===== src/rtl/reg2_write_arbiter_pkg.sv =====
// Shared definitions for the reg2 write arbiter: FSM state encoding and parameter limits.
package reg2_write_arbiter_pkg;

  typedef logic [1:0] state_t;

  localparam state_t ST_IDLE  = 2'b00;
  localparam state_t ST_WRITE = 2'b01;
  localparam state_t ST_ACK   = 2'b10;

  localparam int REG2ARB_MAX_REQ = 8;

endpackage


===== src/rtl/reg2_write_arbiter_if.sv =====
// Requester-side bundle of the shared register: requests and data in, grant/ack/value/busy out.
interface reg2_write_arbiter_if #(
  parameter int N_REQ = 3,
  parameter int DW    = 2
);

  logic [N_REQ-1:0]    req;
  logic [N_REQ*DW-1:0] wdata;
  logic [N_REQ-1:0]    gnt;
  logic [N_REQ-1:0]    ack;
  logic [DW-1:0]       q;
  logic                busy;

  modport master (output req, output wdata, input gnt, input ack, input q, input busy);
  modport slave  (input req, input wdata, output gnt, output ack, output q, output busy);

endinterface


===== src/rtl/reg2_store.sv =====
// Shared DW-bit storage: one enabled flop per bit, async active-high clear.
// Loads d at the rising edge when en is high; no handshake of its own.
module reg2_store #(
  parameter int DW = 2
) (
  input  logic          clk,
  input  logic          reset,
  input  logic          en,
  input  logic [DW-1:0] d,
  output logic [DW-1:0] q
);

  for (genvar b = 0; b < DW; b++) begin : g_bit
    logic bit_q;

    always_ff @(posedge clk or posedge reset) begin
      if (reset) begin
        bit_q <= 1'b0;
      end else if (en) begin
        bit_q <= d[b];
      end
    end

    assign q[b] = bit_q;
  end

endmodule


===== src/rtl/reg2_write_arbiter.sv =====
// Round-robin (or fixed priority with REG2ARB_FIXED_PRIO_EN) writer arbitration for one shared register.
// IDLE->WRITE->ACK: q updates one cycle after arbitration, ack the cycle after; losers wait in req.
module reg2_write_arbiter
  import reg2_write_arbiter_pkg::*;
#(
  parameter int N_REQ = 3,
  parameter int DW    = 2
) (
  input  logic          clk,
  input  logic          reset,
  reg2_write_arbiter_if.slave bus
);

  localparam int WW = $clog2(N_REQ);

  if (N_REQ < 2 || N_REQ > REG2ARB_MAX_REQ) begin : g_bad_n_req
    $error("reg2_write_arbiter: N_REQ must be in 2..%0d", REG2ARB_MAX_REQ);
  end

  state_t         state;
  logic [WW-1:0]  win;
  logic [WW-1:0]  pick;
  logic [DW-1:0]  hold;
  logic [DW-1:0]  q_val;
  logic           arb;
  logic           st_en;
  logic [N_REQ-1:0] win_oh;
  logic [DW-1:0]  wd_arr [N_REQ];

  for (genvar i = 0; i < N_REQ; i++) begin : g_wd
    assign wd_arr[i] = bus.wdata[i*DW +: DW];
  end

  assign arb = (state == ST_IDLE) && (|bus.req);

`ifdef REG2ARB_FIXED_PRIO_EN

  function automatic logic [WW-1:0] fp_pick(input logic [N_REQ-1:0] r);
    logic [WW-1:0] sel;
    logic          found;
    sel   = '0;
    found = 1'b0;
    for (int k = 0; k < N_REQ; k++) begin
      if (!found && r[k]) begin
        sel   = WW'(k);
        found = 1'b1;
      end
    end
    return sel;
  endfunction

  assign pick = fp_pick(bus.req);

`else

  logic [WW-1:0] last;

  // Search begins just past the previous winner so every requester gets a turn.
  function automatic logic [WW-1:0] rr_pick(input logic [N_REQ-1:0] r, input logic [WW-1:0] l);
    logic [WW-1:0] sel;
    logic [WW-1:0] pidx;
    logic          found;
    int            pos;
    sel   = '0;
    found = 1'b0;
    for (int k = 1; k <= N_REQ; k++) begin
      pos  = (int'(l) + k) % N_REQ;
      pidx = WW'(pos);
      if (!found && r[pidx]) begin
        sel   = pidx;
        found = 1'b1;
      end
    end
    return sel;
  endfunction

  assign pick = rr_pick(bus.req, last);

  always_ff @(posedge clk or posedge reset) begin
    if (reset) begin
      last <= WW'(N_REQ - 1);
    end else if (arb) begin
      last <= pick;
    end
  end

`endif

  // Winner and data are frozen here; later req/wdata changes cannot disturb the write.
  always_ff @(posedge clk or posedge reset) begin
    if (reset) begin
      state <= ST_IDLE;
      win   <= '0;
      hold  <= '0;
    end else begin
      case (state)
        ST_IDLE: begin
          if (arb) begin
            state <= ST_WRITE;
            win   <= pick;
            hold  <= wd_arr[pick];
          end
        end
        ST_WRITE: state <= ST_ACK;
        ST_ACK:   state <= ST_IDLE;
        default:  state <= ST_IDLE;
      endcase
    end
  end

  assign st_en = (state == ST_WRITE);

  reg2_store #(.DW(DW)) u_store (
    .clk   (clk),
    .reset (reset),
    .en    (st_en),
    .d     (hold),
    .q     (q_val)
  );

  assign win_oh   = {{(N_REQ-1){1'b0}}, 1'b1} << win;
  assign bus.gnt  = (state == ST_WRITE) ? win_oh : '0;
  assign bus.ack  = (state == ST_ACK)   ? win_oh : '0;
  assign bus.busy = (state != ST_IDLE);
  assign bus.q    = q_val;

endmodule


===== src/flat_wrapper.sv =====
// flat-port wrapper written by rule: the top's interface ports become plain ports
module reg2_write_arbiter_flat import reg2_write_arbiter_pkg::*;
#(
  parameter int N_REQ = 3,
  parameter int DW    = 2
)
  (clk, reset, bus_req, bus_wdata, bus_gnt, bus_ack, bus_q, bus_busy);
  reg2_write_arbiter_if #(.N_REQ(N_REQ), .DW(DW)) bus_i ();
  input  logic clk;
  input  logic reset;
  input wire logic [$bits(bus_i.req)-1:0] bus_req;
  input wire logic [$bits(bus_i.wdata)-1:0] bus_wdata;
  output wire logic [$bits(bus_i.gnt)-1:0] bus_gnt;
  output wire logic [$bits(bus_i.ack)-1:0] bus_ack;
  output wire logic [$bits(bus_i.q)-1:0] bus_q;
  output wire logic [$bits(bus_i.busy)-1:0] bus_busy;
  assign bus_i.req = bus_req;
  assign bus_i.wdata = bus_wdata;
  assign bus_gnt = bus_i.gnt;
  assign bus_ack = bus_i.ack;
  assign bus_q = bus_i.q;
  assign bus_busy = bus_i.busy;
  reg2_write_arbiter #(.N_REQ(N_REQ), .DW(DW)) u_core (.clk(clk), .reset(reset), .bus(bus_i));
endmodule

===== config.mk =====
export PLATFORM = sky130hd
export DESIGN_NAME = reg2_write_arbiter_flat
export DESIGN_NICKNAME = d
export VERILOG_FILES = /design/src/rtl/reg2_write_arbiter_pkg.sv /design/src/rtl/reg2_write_arbiter_if.sv /design/src/rtl/reg2_store.sv /design/src/rtl/reg2_write_arbiter.sv /design/src/flat_wrapper.sv
export SDC_FILE = /design/constraint.sdc
export NUM_CORES = 1
export LEC_CHECK = 0
export CAP_MARGIN = 15
export CORE_UTILIZATION = 55
export CTS_CLUSTER_SIZE = 16
export DETAILED_ROUTE_END_ITERATION = 12
export DONT_BUFFER_PORTS = 1
export MAX_ROUTING_LAYER = met4
export PLACE_DENSITY = 0.7
export RECOVER_POWER = 25
export SLEW_MARGIN = 0
export SYNTH_ARGS = -nofsm -noshare
export SYNTH_HDL_FRONTEND = slang
export SYNTH_SLANG_ARGS = --single-unit

===== constraint.sdc =====
create_clock -name clk -period 6.9 [get_ports clk]
set_clock_uncertainty 0.15 [all_clocks]
set_input_delay 0.69 -clock clk [delete_from_list [all_inputs] [get_ports clk]]
set_output_delay 0.69 -clock clk [all_outputs]
set_load 0.1 [all_outputs]

==> run summary, run 1 <==
run status: complete, no violations
latest clock arrival within the worst-skew pair: 0.25 ns
CP Class: reg2reg
I/O pin cnt: 20
Die W: 40.2 um
period utilization: 0.382
sequential-to-total area share from yosys stat: 0.282
FP Rows: 13
Ys Warns: 0
Detailed Route Iter0 Violations: 3
Pins Over Slew Limit: 0
MaxCap Viol Count: 0
measured slew at the worst slew-check pin: 1.05 ns
Req. time, crit path: 6.91 ns
CTS tree: built
# diodes: 0
router iterations before antenna repair: 4
top achievable clock speed: 380 MHz
Via Count: 650
CTS buffer count: 3
gpl congestion: 0.889
Residual DRC: 0
Setup TNS: 0 ns
dpl cell area: 837 um^2
antenna violations before repair: 0
Nets: 112
area grow syn2layout: 7.64%
Routed WL: 1400 um
cts hold-fix bufs: 0
Avg Vias per Cell: 5.86
largest net degree at the start of global routing: 17
Filler cells: 120
synthesized instance count: 98
Root Buffer: clkbuf_4
Rel. slew slack: 0.297
FF-to-FF path depth: 8
core area: 1330 um^2
unrepaired setup endpoints after global routing: false
Critical Path Start Type: flip-flop
number of setup violations in the final report: 0
Yosys reg bits: 9
Post-Syn Nets: 113
Yosys cell types: 35
Detailed Place HPWL: 1090 um
Starting Density: 0.601
Mean Syn Cell Area: 8.18 um^2
CP endpoint kind: flip-flop
HP Class: in2async
clk slew on worst S/H paths: 0.06 ns
CP arrival: 2.65 ns
Post-Syn Area: 802 um^2
number of global-route vias before repair: 544
Crit Path Max Fanout: 9
IO buf count: 0
Clock Path Buffers: 2
Finished Cell Area: 863 um^2
Hold Fails Final Rpt: 0
Die H: 40.2 um
WL/cell: 12.6 um
postcts setup bufs: 0
first-pass GRT wire length: 2250 um
share of post-route cells with drive strength above 1: 0.198
final critical-path required period: 2.63 ns
H-tree depth: 1
die area: 1610 um^2
# resized after CTS: 0
post-route antenna net violation count: 0
GRT Total Usage: 0.215
gr ovfl total: 0
clock sink count: 9
[cells by family (layout without fill, tap and decap cells)]
| family | count (synthesis) | in the layout | synth area share |
|---|---|---|---|
| adders and majority gates | 4 | 4 | 0.0624 |
| muxes | 6 | 6 | 0.0842 |
| DFF | 9 | 9 | 0.282 |
| buffers and inverters | 19 | 17 | 0.119 |
| and+or+nand+nor | 38 | 38 | 0.264 |
| AOI/OAI and AO/OA | 22 | 22 | 0.189 |
[final cells by class]
class | instances | area, um^2 | share of cell area
inverter | 11 | 41.3 | 0.0478
sequential | 9 | 226 | 0.262
tap | 15 | 18.8 | 0.0217
timing repair buffer | 2 | 50.0 | 0.0580
clock buffer | 4 | 26.3 | 0.0304
multi-input combinational | 70 | 500 | 0.580
[final timing paths]
path	from	endpoint	slack, ns
worst min register to register	u_core.hold[0]	u_core.hold[0]	0.34
worst max register to register	u_core.last[1]	u_core.hold[1]	4.27
worst max-delay path	u_core.last[1]	u_core.hold[1]	4.27
worst min-delay path	reset	u_core.last[0]	0.12
min in group clk	u_core.hold[0]	u_core.hold[0]	0.34
max in group asynchronous	reset	u_core.last[1]	6.19
[layer usage]
metal / up-vias / track usage / share of wire
li1: 334 / - / -
met1: 293 / 0.272 / 0.49
met2: 21 / 0.327 / 0.46
met5: - / - / 0
met4: 0 / 0.0833 / 0.0036
met3: 2 / 0.0556 / 0.045
[sequential cells by signal (all words and copies together), names as in the netlist]
signal,cells
u_core.win,1
u_core.u_store.g_bit.bit_q,2
u_core.hold,2
u_core.last,2
u_core.state,2
[cell usage after synthesis]
master     count  area, um^2
nor3_1         3        15.0
a31o_1         1        8.76
clkbuf_1       3        11.3
a21oi_1        4        20.0
o32ai_1        2        17.5
inv_1         11        41.3
a211oi_1       1        7.51
mux2i_1        3        30.0
or3b_1         1        8.76
nand3b_1       3        22.5
and3_1         1        6.26
or2_4          1        8.76
mux2_4         1        15.0
nor2_1         7        26.3
nor2b_4        1        13.8
a21o_1         1        7.51
a41oi_1        1        8.76
dfstp_2        1        26.3
a311o_1        1        10.0
nor4bb_1       1        10.0
a2bb2oi_1      1        8.76
mux2_2         2        22.5
ha_1           4        50.1
dfrtp_1        8         200
o2111ai_1      1        8.76
o221ai_1       2        17.5
buf_2          1        5.00
buf_4          2        15.0
a31oi_1        1        6.26
o21ai_0        6        30.0
or2_2          2        12.5
nand2b_1       5        31.3
nor2b_1        3        18.8
buf_6          2        22.5
nand2_1       10        37.5
[cell usage in the layout (no fill, tap or decap)]
master	instances
inv_1	11
nand2_1	10
dfrtp_1	8
o21ai_0	6
nand2b_1	5
a21oi_1	4
nor2_2	4
ha_1	4
nor2b_1	3
mux2i_1	3
nand3b_1	3
nor2_1	3
clkbuf_4	3
mux2_2	2
or2_2	2
o32ai_1	2
o221ai_1	2
nor3_2	2
clkbuf_16	2
nor3_1	1
a211oi_1	1
a21o_1	1
mux2_4	1
nor2b_4	1
or3b_1	1
a2bb2oi_1	1
a31o_1	1
a41oi_1	1
nor4bb_1	1
a311o_1	1
o2111ai_1	1
a31oi_1	1
or2_4	1
and3_1	1
clkbuf_1	1
dfstp_2	1
[worst max-delay path, cell delays in order (launching register included)]
cell and delay (ns):
dfstp_2 0.54, inv_1 0.07, ha_1 0.30, mux2_4 0.34, nor2b_4 0.13, or3b_1 0.37, a31o_1 0.23, or2_4 0.24
o221ai_1 0.16
[metrics by stage]
stage | worst slack, ns | utilization | hold WS [ns] | std cells
finish | 4.27 | 0.647 | 0.123 | 111
global route | 4.11 | 0.647 | 0.136 | 111
CTS | 4.27 | 0.647 | 0.121 | 111
detailed placement | 4.29 | 0.628 | 0.325 | 107
global placement | 4.33 | 0.628 | 0.330 | 107
floorplan | 3.44 | - | 0.302 | 98
Power of run 1 is not shown: default switching activity piles up to over one toggle a cycle in this logic, so the estimate is an artifact.
==> inputs of run 2 (changes only) <==
--- a/config.mk
+++ b/config.mk
@@ -6,12 +6,12 @@
 export NUM_CORES = 1
 export LEC_CHECK = 0
 export CAP_MARGIN = 15
-export CORE_UTILIZATION = 55
+export CORE_UTILIZATION = 54
 export CTS_CLUSTER_SIZE = 16
 export DETAILED_ROUTE_END_ITERATION = 12
 export DONT_BUFFER_PORTS = 1
 export MAX_ROUTING_LAYER = met4
-export PLACE_DENSITY = 0.7
+export PLACE_DENSITY = 0.72
 export RECOVER_POWER = 25
 export SLEW_MARGIN = 0
 export SYNTH_ARGS = -nofsm -noshare
==> constraint.sdc (replaced) <==
create_clock -name clk -period 2.35 [get_ports clk]
set_clock_uncertainty 0.15 [all_clocks]
set_input_delay 0.235 -clock clk [delete_from_list [all_inputs] [get_ports clk]]
set_output_delay 0.235 -clock clk [all_outputs]
set_load 0.1 [all_outputs]
==> run 2 against run 1 <==
The flow now finishes with violations (setup timing). Global-route usage rose by 4.5 points. Worst setup slack got worse by 4.3 ns. Die area rose by 1.8%. Sequential share of layout area fell by 4.1 points. Fmax rose by 9.6%. First-iteration DRC count rose to 8.0 times the previous value. Design area rose by 18%.
==> run summary, run 2 (synthesis results as in run 1) <==
run status: finished with violations
failing checks: setup timing
Worst R2R Setup Slack: -0.05 ns
top achievable clock speed: 416 MHz
# diodes: 0
router iterations before antenna repair: 4
number of global-route vias before repair: 624
worst flop-to-flop path startpoint: u_core.last[1]
CTS tree: built
CTS buffer count: 3
IO buf count: 0
CP endpoint kind: flip-flop
gpl congestion: 0.913
FF-to-FF path depth: 8
Die W: 40.5 um
critical path's top delay family: simple AND/OR/NAND/NOR gates
core area: 1330 um^2
reg2reg end: u_core.hold[1]
multi-input logic area: 547 um^2
Filler cells: 96
Pins Over Slew Limit: 0
post-route antenna net violation count: 0
Cells after DPL: 121
latest clock arrival within the worst-skew pair: 0.25 ns
commonest cells after routing, fill and taps aside: 19 x buf_4, 10 x inv_1, 9 x nand2_1, 8 x dfrtp_1
slowest stage delay, CP: 0.55 ns
Crit Path Max Fanout: 4
final critical-path required period: 2.40 ns
Residual DRC: 0
Detailed Place HPWL: 1400 um
Via Count: 742
Non-Filler Instances: 130
Avg Vias per Cell: 5.71
clk slew on worst S/H paths: 0.06 ns
Storage cell area: 226 um^2
period utilization: 1.02
hold path depth: 2
FP Rows: 13
antenna violations before repair: 0
Die H: 40.5 um
Routed WL: 1840 um
critical path's slowest cell: dfstp_2
GRT Total Usage: 0.260
CP arrival: 2.42 ns
WL/cell: 14.1 um
Rel. slew slack: 0.404
min setup slack post-route: -0.0526 ns
gr ovfl total: 0
min-delay src: bus_wdata[5]
Finished Cell Area: 1020 um^2
I/O pin cnt: 20
CP Class: reg2reg
Starting Density: 0.601
Root Buffer: clkbuf_4
Nets: 131
worst hold endpoint: u_core.hold[1]
measured slew at the worst slew-check pin: 0.894 ns
unrepaired setup endpoints after global routing: true
Detailed Route Iter0 Violations: 24
Placement Setup Slack: -0.0558 ns
CP cell instances: inv_2, ha_4, mux2_4, nor2b_4, or3b_1, a31o_1, or2_4, o221ai_2
Critical Path Start Type: flip-flop
dpl cell area: 938 um^2
Clock Path Buffers: 2
largest net degree at the start of global routing: 12
leading cell type in the layout, fill and taps excluded: buf_4
share of post-route cells with drive strength above 1: 0.365
Buf+Inv Stages, Crit Path: 1
Fin Hold WS: 0.0314 ns
MaxCap Viol Count: 0
number of setup violations in the final report: 2
area grow syn2layout: 27.5%
die area: 1640 um^2
H-tree depth: 1
HP Class: in2reg
Hold Fails Final Rpt: 0
clock sink count: 9
Req. time, crit path: 2.37 ns
first-pass GRT wire length: 2770 um
==> run 2: cell types whose count changed in the layout (fill, tap and decap cells not counted), moves of 2 or more <==
cell / change
buf_4: +19
clkbuf_16: -2
dlygate4sd3_1: +2
nor3_2: -2
nor3_4: +2
o221ai_1: -2
o221ai_2: +2
==> run 2: worst reg2reg max path, delay by kind of cell (launching register included) <==
family	cells	cell delay [ns]
buffers and inverters	1	0.06
flip-flops	1	0.55
AND/OR/NAND/NOR	3	0.74
AO/OA/AOI/OAI	2	0.38
multiplexers	1	0.30
adder cells (fa/ha/maj)	1	0.16
==> run 2: cell type report <==
class | instances | share of cell area
Tap cell | 15 | 0.0184
Timing Repair Buffer | 21 | 0.159
Multi-Input combinational cell | 70 | 0.535
Clock buffer | 4 | 0.0257
Sequential cell | 9 | 0.222
Inverter | 11 | 0.0404
==> run 2: layer usage <==
metal  vias up  part of all wire  GRT usage
met5         -                 0          -
met4         0                 0          0
met3         0             0.052     0.0167
met2        35              0.51      0.437
met1       339              0.44      0.365
li1        368                 -          -
==> run 2: worst max path at each step <==
stage	to	startpoint	slack, ns	depth (start not counted)
2_1_floorplan	u_core.hold[1]	u_core.last[1]	-0.08	9
3_3_place_gp	u_core.hold[1]	u_core.last[1]	-0.0006	8
3_5_place_dp	u_core.hold[1]	u_core.last[1]	-0.06	8
4_1_cts	u_core.hold[1]	u_core.last[1]	-0.04	8
5_1_grt	u_core.hold[1]	u_core.last[1]	-0.11	8
6_report	u_core.hold[1]	u_core.last[1]	-0.05	8
==> run 2: timing repair <==
| action | in CTS | in global routing |
|---|---|---|
| hold buffers | 1 | 1 |
| pin swaps | 2 | 2 |
| endpoints found under the hold margin | 9 | 1 |
| resized for setup | 1 | 3 |
| setup buffers | 2 | 1 |
| endpoints found under the setup margin | 2 | 3 |
==> run 2: metrics by stage <==
stage / util / setup TNS, ns
global placement: 0.704 / -0.000572
CTS: 0.747 / -0.0450
global route: 0.766 / -0.230
finish: 0.766 / -0.0659
detailed placement: 0.704 / -0.0954
floorplan: - / -0.147
Power of run 2 is left out for the same reason.
==> inputs of run 3 (changes only) <==
--- a/config.mk
+++ b/config.mk
@@ -13,6 +13,7 @@
 export MAX_ROUTING_LAYER = met4
 export PLACE_DENSITY = 0.72
 export RECOVER_POWER = 25
+export SETUP_SLACK_MARGIN = 0.05
 export SLEW_MARGIN = 0
 export SYNTH_ARGS = -nofsm -noshare
 export SYNTH_HDL_FRONTEND = slang
==> run 3 against run 2 <==
The run still ends with setup timing left. Design area down 0.98%. Global-route usage up 0.83 points. Non-clock buffer count shrank 1. Count of clock-buffer cells in the layout stayed put. Register-to-register slack about the same. First-iteration DRC count fell by 38%. Routed wire length decreased by 0.98%.
==> run summary, run 3 (synthesis results as in run 1) <==
run status: finished with violations
failing checks: setup timing
multi-input logic area: 547 um^2
Pins Over Slew Limit: 0
Detailed Place HPWL: 1400 um
Detailed Route Iter0 Violations: 15
post-route antenna net violation count: 0
Placement Setup Slack: -0.0558 ns
GRT met1 Usage: 0.375
Finished Cell Area: 1010 um^2
measured slew at the worst slew-check pin: 0.892 ns
period utilization: 1.02
Routed WL: 1820 um
dpl cell area: 938 um^2
die area: 1640 um^2
gr ovfl total: 0
H-tree depth: 1
Hold Fails Final Rpt: 0
Rel. slew slack: 0.406
antenna violations before repair: 0
gpl congestion: 0.913
largest net degree at the start of global routing: 12
min setup slack post-route: -0.0442 ns
Die W: 40.5 um
WL/cell: 14.1 um
CP endpoint kind: flip-flop
CP arrival: 2.41 ns
HP Class: in2reg
Req. time, crit path: 2.36 ns
# diodes: 0
router iterations before antenna repair: 4
commonest cells after routing, fill and taps aside: 19 x buf_4, 10 x inv_1, 9 x nand2_1, 8 x dfrtp_1
Starting Density: 0.601
CTS buffer count: 3
leading cell type in the layout, fill and taps excluded: buf_4
Avg Vias per Cell: 5.80
GRT Total Usage: 0.268
unrepaired setup endpoints after global routing: true
Via Count: 748
Filler cells: 103
Storage cell area: 226 um^2
Clock Path Buffers: 2
area grow syn2layout: 26.2%
IO buf count: 0
Nets: 130
MaxCap Viol Count: 0
Root Buffer: clkbuf_4
number of global-route vias before repair: 644
number of setup violations in the final report: 1
top achievable clock speed: 418 MHz
CTS tree: built
CP Class: reg2reg
met3 Use GR: 0.0222
share of post-route cells with drive strength above 1: 0.368
FP Rows: 13
latest clock arrival within the worst-skew pair: 0.25 ns
clock sink count: 9
Setup TNS: -0.0442 ns
Crit Path Max Fanout: 4
I/O pin cnt: 20
clk slew on worst S/H paths: 0.06 ns
Final Util: 0.759
first-pass GRT wire length: 2860 um
final critical-path required period: 2.39 ns
GRT busiest layer: met2
Critical Path Start Type: flip-flop
Die H: 40.5 um
core area: 1330 um^2
Residual DRC: 0
GRT met2 Usage: 0.440
-- run 3: changes by cell type in the layout (fill, tap and decap cells not counted) --
cell / delta
dlygate4sd3_1: -1
-- run 3: stage by stage --
step,hold WS [ns],cells
after floorplan,-0.0878,98
after global placement,-0.0593,121
after detailed placement,-0.0542,121
after CTS,0.0133,129
after global routing,0.0151,129
final,0.0152,129
-- run 3: per-layer routing --
metal	wire, um	vias to the layer above
li1	-	369
met4	10	0
met1	780	348
met2	926	29
met5	0	-
met3	100	2
-- run 3: timing repair --
item | CTS | global route
setup endpoints to repair | 3 | 4
setup buffers | 3 | 0
hold endpoints to repair | 9 | 0
gates cloned | 0 | 0
hold buffers | 1 | 0
resized for setup | 3 | 1
pin swaps | 2 | 1
-- run 3: area by class of cell --
class | count | share of cell area
Tap cell | 15 | 0.0185
Sequential cell | 9 | 0.224
Inverter | 11 | 0.0408
Multi-Input combinational cell | 70 | 0.540
Timing Repair Buffer | 20 | 0.151
Clock buffer | 4 | 0.0260
-- run 3: final timing paths --
check,to,slack (ns),startpoint,cells after the start
worst max-delay path,u_core.hold[1],-0.04,u_core.last[1],8
worst min-delay path,u_core.hold[0],0.02,bus_wdata[4],2
worst max register to register,u_core.hold[1],-0.04,u_core.last[1],8
worst min register to register,u_core.hold[0],0.36,u_core.hold[0],2
max in group asynchronous,u_core.last[1],1.51,reset,2
min in group asynchronous,u_core.u_store.g_bit[1].bit_q,0.25,reset,2
-- run 3: critical path: stages, from the launching register on --
cell and delay (ns):
dfstp_2 0.55, inv_2 0.06, ha_4 0.15, mux2_4 0.30
nor2b_4 0.13, or3b_1 0.34, a31o_1 0.20, or2_4 0.26
o221ai_2 0.18
Power of run 3 is left out for the same reason.
